--- src/rtl/shiftreg_ser_ctrl.sv ---
// shiftreg_ser_ctrl: upstream controller for a 4-mode shift register
// (00 hold, 01 shift left, 10 shift right, 11 load). It accepts parallel
// words on a valid/ready input and steers the register's mode/load/fill
// inputs. It reads the register back so that one bit per beat leaves on a
// valid/ready serial stream. Back-to-back words are sent with no idle beat.
module shiftreg_ser_ctrl #(
  parameter int DATASIZE  = 8,    // word width, must be >= 2
  parameter bit LSB_FIRST = 1'b0, // 0: MSB first via shift left, 1: LSB first via shift right
  parameter bit FILL_BIT  = 1'b0  // constant shifted into the vacated end
) (
  input  logic                clk_i,
  input  logic                rst_i,
  input  logic [DATASIZE-1:0] data_i,
  input  logic                data_valid_i,
  output logic                data_ready_o,
  output logic [1:0]          mode_o,
  output logic [DATASIZE-1:0] load_value_o,
  output logic                ser_in_msb_o,
  output logic                ser_in_lsb_o,
  input  logic [DATASIZE-1:0] value_i,
  output logic                ser_o,
  output logic                ser_valid_o,
  input  logic                ser_ready_i,
  output logic                ser_last_o,
  output logic                busy_o
);

  localparam int CW = $clog2(DATASIZE);

  localparam logic [1:0]    MODE_HOLD  = 2'b00;
  localparam logic [1:0]    MODE_LOAD  = 2'b11;
  localparam logic [1:0]    MODE_SHIFT = LSB_FIRST ? 2'b10 : 2'b01;
  localparam logic [CW-1:0] CNT_LAST   = CW'(DATASIZE - 1);

  typedef enum logic {
    ST_IDLE,
    ST_SHIFT
  } state_t;

  state_t        r_state;
  state_t        w_state_nxt;
  logic [CW-1:0] r_cnt;
  logic [CW-1:0] w_cnt_nxt;
  logic          w_last;

  // The register itself holds the word; this block only passes data through
  // and picks the bit that leaves the word first.
  assign load_value_o = data_i;
  assign ser_in_msb_o = FILL_BIT;
  assign ser_in_lsb_o = FILL_BIT;
  assign ser_o        = LSB_FIRST ? value_i[0] : value_i[DATASIZE-1];

  // Only the exit bit of the read-back word matters; the rest is read on purpose.
  logic w_unused_value;
  assign w_unused_value = ^value_i;

  assign w_last = (r_state == ST_SHIFT) && (r_cnt == CNT_LAST);

  // State and bit counter; everything else is decoded from them.
  always_ff @(posedge clk_i or posedge rst_i) begin
    if (rst_i) begin
      r_state <= ST_IDLE;
      r_cnt   <= '0;
    end else begin
      // NOTE: non-blocking assignments make every flop sample the pre-edge
      // values, so the order of these lines cannot change behaviour.
      r_state <= w_state_nxt;
      r_cnt   <= w_cnt_nxt;
    end
  end

  // Next state, counter and all handshake/mode outputs.
  always_comb begin
    // NOTE: each output gets a default before any branch so that no path
    // leaves a signal unassigned; an unassigned path would infer a latch.
    w_state_nxt  = r_state;
    w_cnt_nxt    = r_cnt;
    mode_o       = MODE_HOLD;
    data_ready_o = 1'b0;
    ser_valid_o  = 1'b0;
    ser_last_o   = 1'b0;
    busy_o       = 1'b0;

    // While reset is asserted, all outputs stay at their defaults. This keeps
    // them quiet even before the flops have settled.
    if (!rst_i) begin
      case (r_state)
        ST_IDLE: begin
          data_ready_o = 1'b1;
          if (data_valid_i) begin
            mode_o      = MODE_LOAD;
            w_state_nxt = ST_SHIFT;
            w_cnt_nxt   = '0;
          end
        end

        ST_SHIFT: begin
          ser_valid_o  = 1'b1;
          busy_o       = 1'b1;
          ser_last_o   = w_last;
          // A new word can only enter when the last bit of this word leaves.
          data_ready_o = w_last & ser_ready_i;
          if (ser_ready_i) begin
            if (!w_last) begin
              mode_o    = MODE_SHIFT;
              w_cnt_nxt = r_cnt + 1'b1;
            end else begin
              w_cnt_nxt = '0;
              if (data_valid_i) begin
                // A load on the last beat replaces the shift, so there is no bubble.
                mode_o = MODE_LOAD;
              end else begin
                w_state_nxt = ST_IDLE;
              end
            end
          end
        end

        default: w_state_nxt = ST_IDLE;
      endcase
    end
  end

endmodule

--- config.mk ---
export PLATFORM = sky130hd
export DESIGN_NAME = shiftreg_ser_ctrl
export DESIGN_NICKNAME = d
export VERILOG_FILES = /design/src/rtl/shiftreg_ser_ctrl.sv
export SDC_FILE = /design/constraint.sdc
export NUM_CORES = 1
export LEC_CHECK = 0
export CORE_AREA = 4 4 41 43
export DETAILED_ROUTE_END_ITERATION = 12
export DIE_AREA = 0 0 45 47
export GPL_ROUTABILITY_DRIVEN = 0
export PLACE_DENSITY = 0.75
export SYNTH_ARGS = -nofsm -noshare
export SYNTH_HDL_FRONTEND = slang
export SYNTH_SLANG_ARGS = --single-unit
--- constraint.sdc ---
create_clock -name clk_i -period 1.7 [get_ports clk_i]
set_input_delay 0.425 -clock clk_i [delete_from_list [all_inputs] [get_ports clk_i]]
set_output_delay 0.425 -clock clk_i [all_outputs]
set_load 0.02 [all_outputs]
==> summary.md <==
| Metric | Value |
|---|---|
| Clock slew at reported path FFs | `~0.040 ns` |
| GR met1 Demand/Resource | `between 6 and 7%` |
| Critical Path End | `mode_o[1]` |
| CTS sink cnt | `4` |
| Layout Nets | `between 70 and 80` |
| Worst setup path startpoint | `r_cnt[0]` |
| Initial Util | `a little over a quarter` |
| Flop pwr share | `approximately 30%` |
| Share of cells above drive strength 1 | `54.90%` |
| Max frequency | `around 550 MHz` |
| Number of global-route vias before repair | `about 270` |
| CP Class | `flop to primary output` |
| CTS tree | `done` |
| Cell Rows | `13` |
| Post-DP HPWL | `604.3 um` |
| WL/cell | `approximately 12 um` |
| Critical Path Max Stage Delay | `approximately 0.39 ns` |
| Final WL | `~800 um` |
| R2R Path Start | `r_state` |
| Core Area | `between 1000 and 1500 um^2` |
| Die Width | `between 40 and 50 um` |
| Root Driver | `clkbuf_4` |
| M2 GR Usage | `~13%` |
| Worst slack, placed | `-0.6411 ns` |
| Gr ovfl total | `0` |
| WP depth | `6` |
| Most common cell after layout, fill and taps aside | `buf_4` |
| Pins Over Slew Limit | `0` |
| Pint | `around 0.38 mW` |
| Total CTS buffers | `3` |
| Routed Antenna Nets | `0` |
| Cell area after synthesis | `approximately 350 um^2` |
| Initial antenna violation count | `0` |
| Crit path buf inv count | `1` |
| Number of synthesized register bits | `4` |
| DR vias | `slightly below 300` |
| Tcrit/Tclk final | `106.3%` |
| Fin util | `38.56%` |
| Pin count of the biggest net entering global routing | `8` |
| Die area | `approximately 2100 um^2` |
| DR vias/cell | `4.394` |
| Most used cell, CP | `ha_4` |
| Register area | `~100 um^2` |
| Slowest cell on crit path | `dfrtp_1` |
| R2R cell count | `5` |
| DRC | `0` |
| Clk Latency, worst-skew pair | `between 0.2 and 0.25 ns` |
| CP delay by family, top | `flip-flops` |
| Max Cap Viol | `0` |
| PortBufs | `9` |
| Commonest cells after routing, fill and taps aside | `buf_4 (10), dfrtp_1 (4), inv_1 (3), clkbuf_4 (3), buf_6 (3)` |
| Footprint of the multi-input gates | `198.9 um^2` |
| Hold Path Class | `primary input to asynchronous set/reset pin` |
| Synth Instances | `just over 40` |
| RSZ-0062 raised after global routing | `yes` |
| LEAKAGE | `0.2563 nW` |
| Crit end category | `primary output` |
| First-pass GRT wire length | `1.055 mm` |
| Met3 GRT Util | `about 3.4%` |
| Final min period | `approximately 1.8 ns` |
| Setup slack, reg-to-reg | `between 0.2 and 0.25 ns` |
| EDFF count, synth | `0` |
| Post-synthesis cell type count | `18` |
| Reg-to-Reg End | `r_cnt[0]` |
| Worst-path cell chain | `ha_4 > ha_4 > nand2_4 > a21oi_4 > and2_4 > buf_6` |
| Fillers | `roughly 140` |
| Hold-fix buffers, CTS | `0` |
| Synth warn | `0` |
| GRT Overall Usage | `~7.4%` |
| H-tree depth | `1` |
| Crit path DAT | `around 1.4 ns` |
| Critical Path Source Type | `flop` |
| Initial drt markers | `5` |
| Failing checks | `negative setup slack` |
| NetSw | `0.1992 mW` |
| Status | `complete, but fails checks` |
| Top FF cell, synth | `dfrtp_1` |
| Max VDD drop | `about 0.00043 V` |
| Final Hold Fails | `0` |
| Fin worst setup slack | `-0.1064 ns` |
| Critical Path RT | `roughly 1.3 ns` |
| First drt pass iteration count | `2` |
| Ant. Diodes | `0` |
| DIE HEIGHT | `approximately 47 um` |
| Syn_area_per_cell | `8.453 um^2` |
| GR peak layer | `met2` |
| Max Buffers Root-to-Sink | `2` |
| CP Max Fanout | `3` |
| Async set-reset flop share out of synthesis | `100.0%` |
| Layout Skew | `between 0.0015 and 0.002 ns` |
| Area Overhead vs Synth | `44.77%` |
| Ports | `37` |
| Clock power share | `19.3%` |
| Seq/Total Area, Yosys | `between 20% and 30%` |
| Sw frac | `34.36%` |
| P per Cell Area | `1155 nW/um^2` |
| Endpoints failing setup | `4` |
| Combinational power share | `a little over 50%` |
==> cell usage after synthesis, drive strengths merged (2+ instances only) <==
master,n,area share [%]
buf,12,26
dfrtp,4,29
inv,4,4.3
a21oi,2,2.9
ha,2,7.2
mux2,2,6.5
nand2,2,2.2
nor2,2,2.9
nor3,2,2.9
o21ai,2,2.9
==> state kept, by name, indices dropped and copies added (netlist names) <==
signal   cells
r_cnt        3
r_state      1
==> power groups by stage <==
stage / registers, mW / logic (mW) / clock network, mW
after floorplan: 0.153 / 0.169 / 0
after global placement: 0.155 / 0.231 / 0
after detailed placement: 0.156 / 0.245 / 0
after CTS: 0.162 / 0.260 / 0.119
after global routing: 0.176 / 0.329 / 0.126
final: 0.174 / 0.294 / 0.112
==> routing by layer <==
metal / vias up / part of all wire (%) / wire length (um)
met5: - / 0 / 0
met4: 0 / 1.7 / 14
met3: 2 / 10 / 83
met2: 14 / 53 / 431
met1: 132 / 35 / 280
li1: 142 / - / -
==> through the flow <==
| step | cells | area, um^2 | hold WS [ns] | power [mW] | TNS, ns |
|---|---|---|---|---|---|
| 6_report | 66 | 501.7 | 0.4694 | 0.5797 | -0.3066 |
| 5_1_grt | 66 | 501.7 | 0.4858 | 0.6314 | -0.5536 |
| 4_1_cts | 65 | 464.2 | 0.4209 | 0.5412 | -0.3112 |
| 3_5_place_dp | 62 | 434.2 | 0.4881 | 0.4008 | -3.542 |
| 3_3_place_gp | 62 | 434.2 | 0.4864 | 0.3863 | -3.428 |
| 2_1_floorplan | 42 | 355.3 | 0.1969 | 0.3224 | 0 |
==> kinds of logic (layout without fill, tap and decap cells) <==
family | Yosys count | count (layout) | share of synthesized area (%)
buffers and inverters | 16 | 25 | 30.32
other | 1 | 2 | 1.082
adder cells (fa/ha/maj) | 2 | 2 | 7.219
AO/OA/AOI/OAI | 5 | 5 | 7.943
multiplexers | 3 | 3 | 9.386
AND/OR/NAND/NOR | 10 | 10 | 15.17
flip-flops | 4 | 4 | 28.88
==> tightest hold or removal path: cells and delay by family <==
| family | cells | cell delay (ns) |
|---|---|---|
| buffers and inverters | 3 | 0.59 |
==> area by class of cell <==
| type | instances | area share, % |
|---|---|---|
| Clock buffer | 3 | 4.489 |
| Timing Repair Buffer | 18 | 29.18 |
| Inverter | 4 | 2.993 |
| Multi-Input combinational cell | 22 | 39.65 |
| Sequential cell | 4 | 19.95 |
| Tap cell | 15 | 3.741 |
==> worst min-delay path by stage <==
stage                  start       end  slack, ns  cells past startpoint
floorplan              rst_i  r_cnt[0]       0.20                      1
finish                 rst_i  r_cnt[1]       0.47                      3
detailed placement  r_cnt[2]  r_cnt[2]       0.49                      1
CTS                    rst_i  r_cnt[1]       0.42                      3
global route           rst_i  r_cnt[1]       0.49                      3
global placement    r_cnt[2]  r_cnt[2]       0.49                      1
==> what timing repair did <==
item                                    in CTS  in global routing
pin swaps                                    4                  2
buffers inserted                             0                  1
endpoints found under the setup margin       6                  6
resized for setup                           32                 11
(Power assumes the default switching activity.)
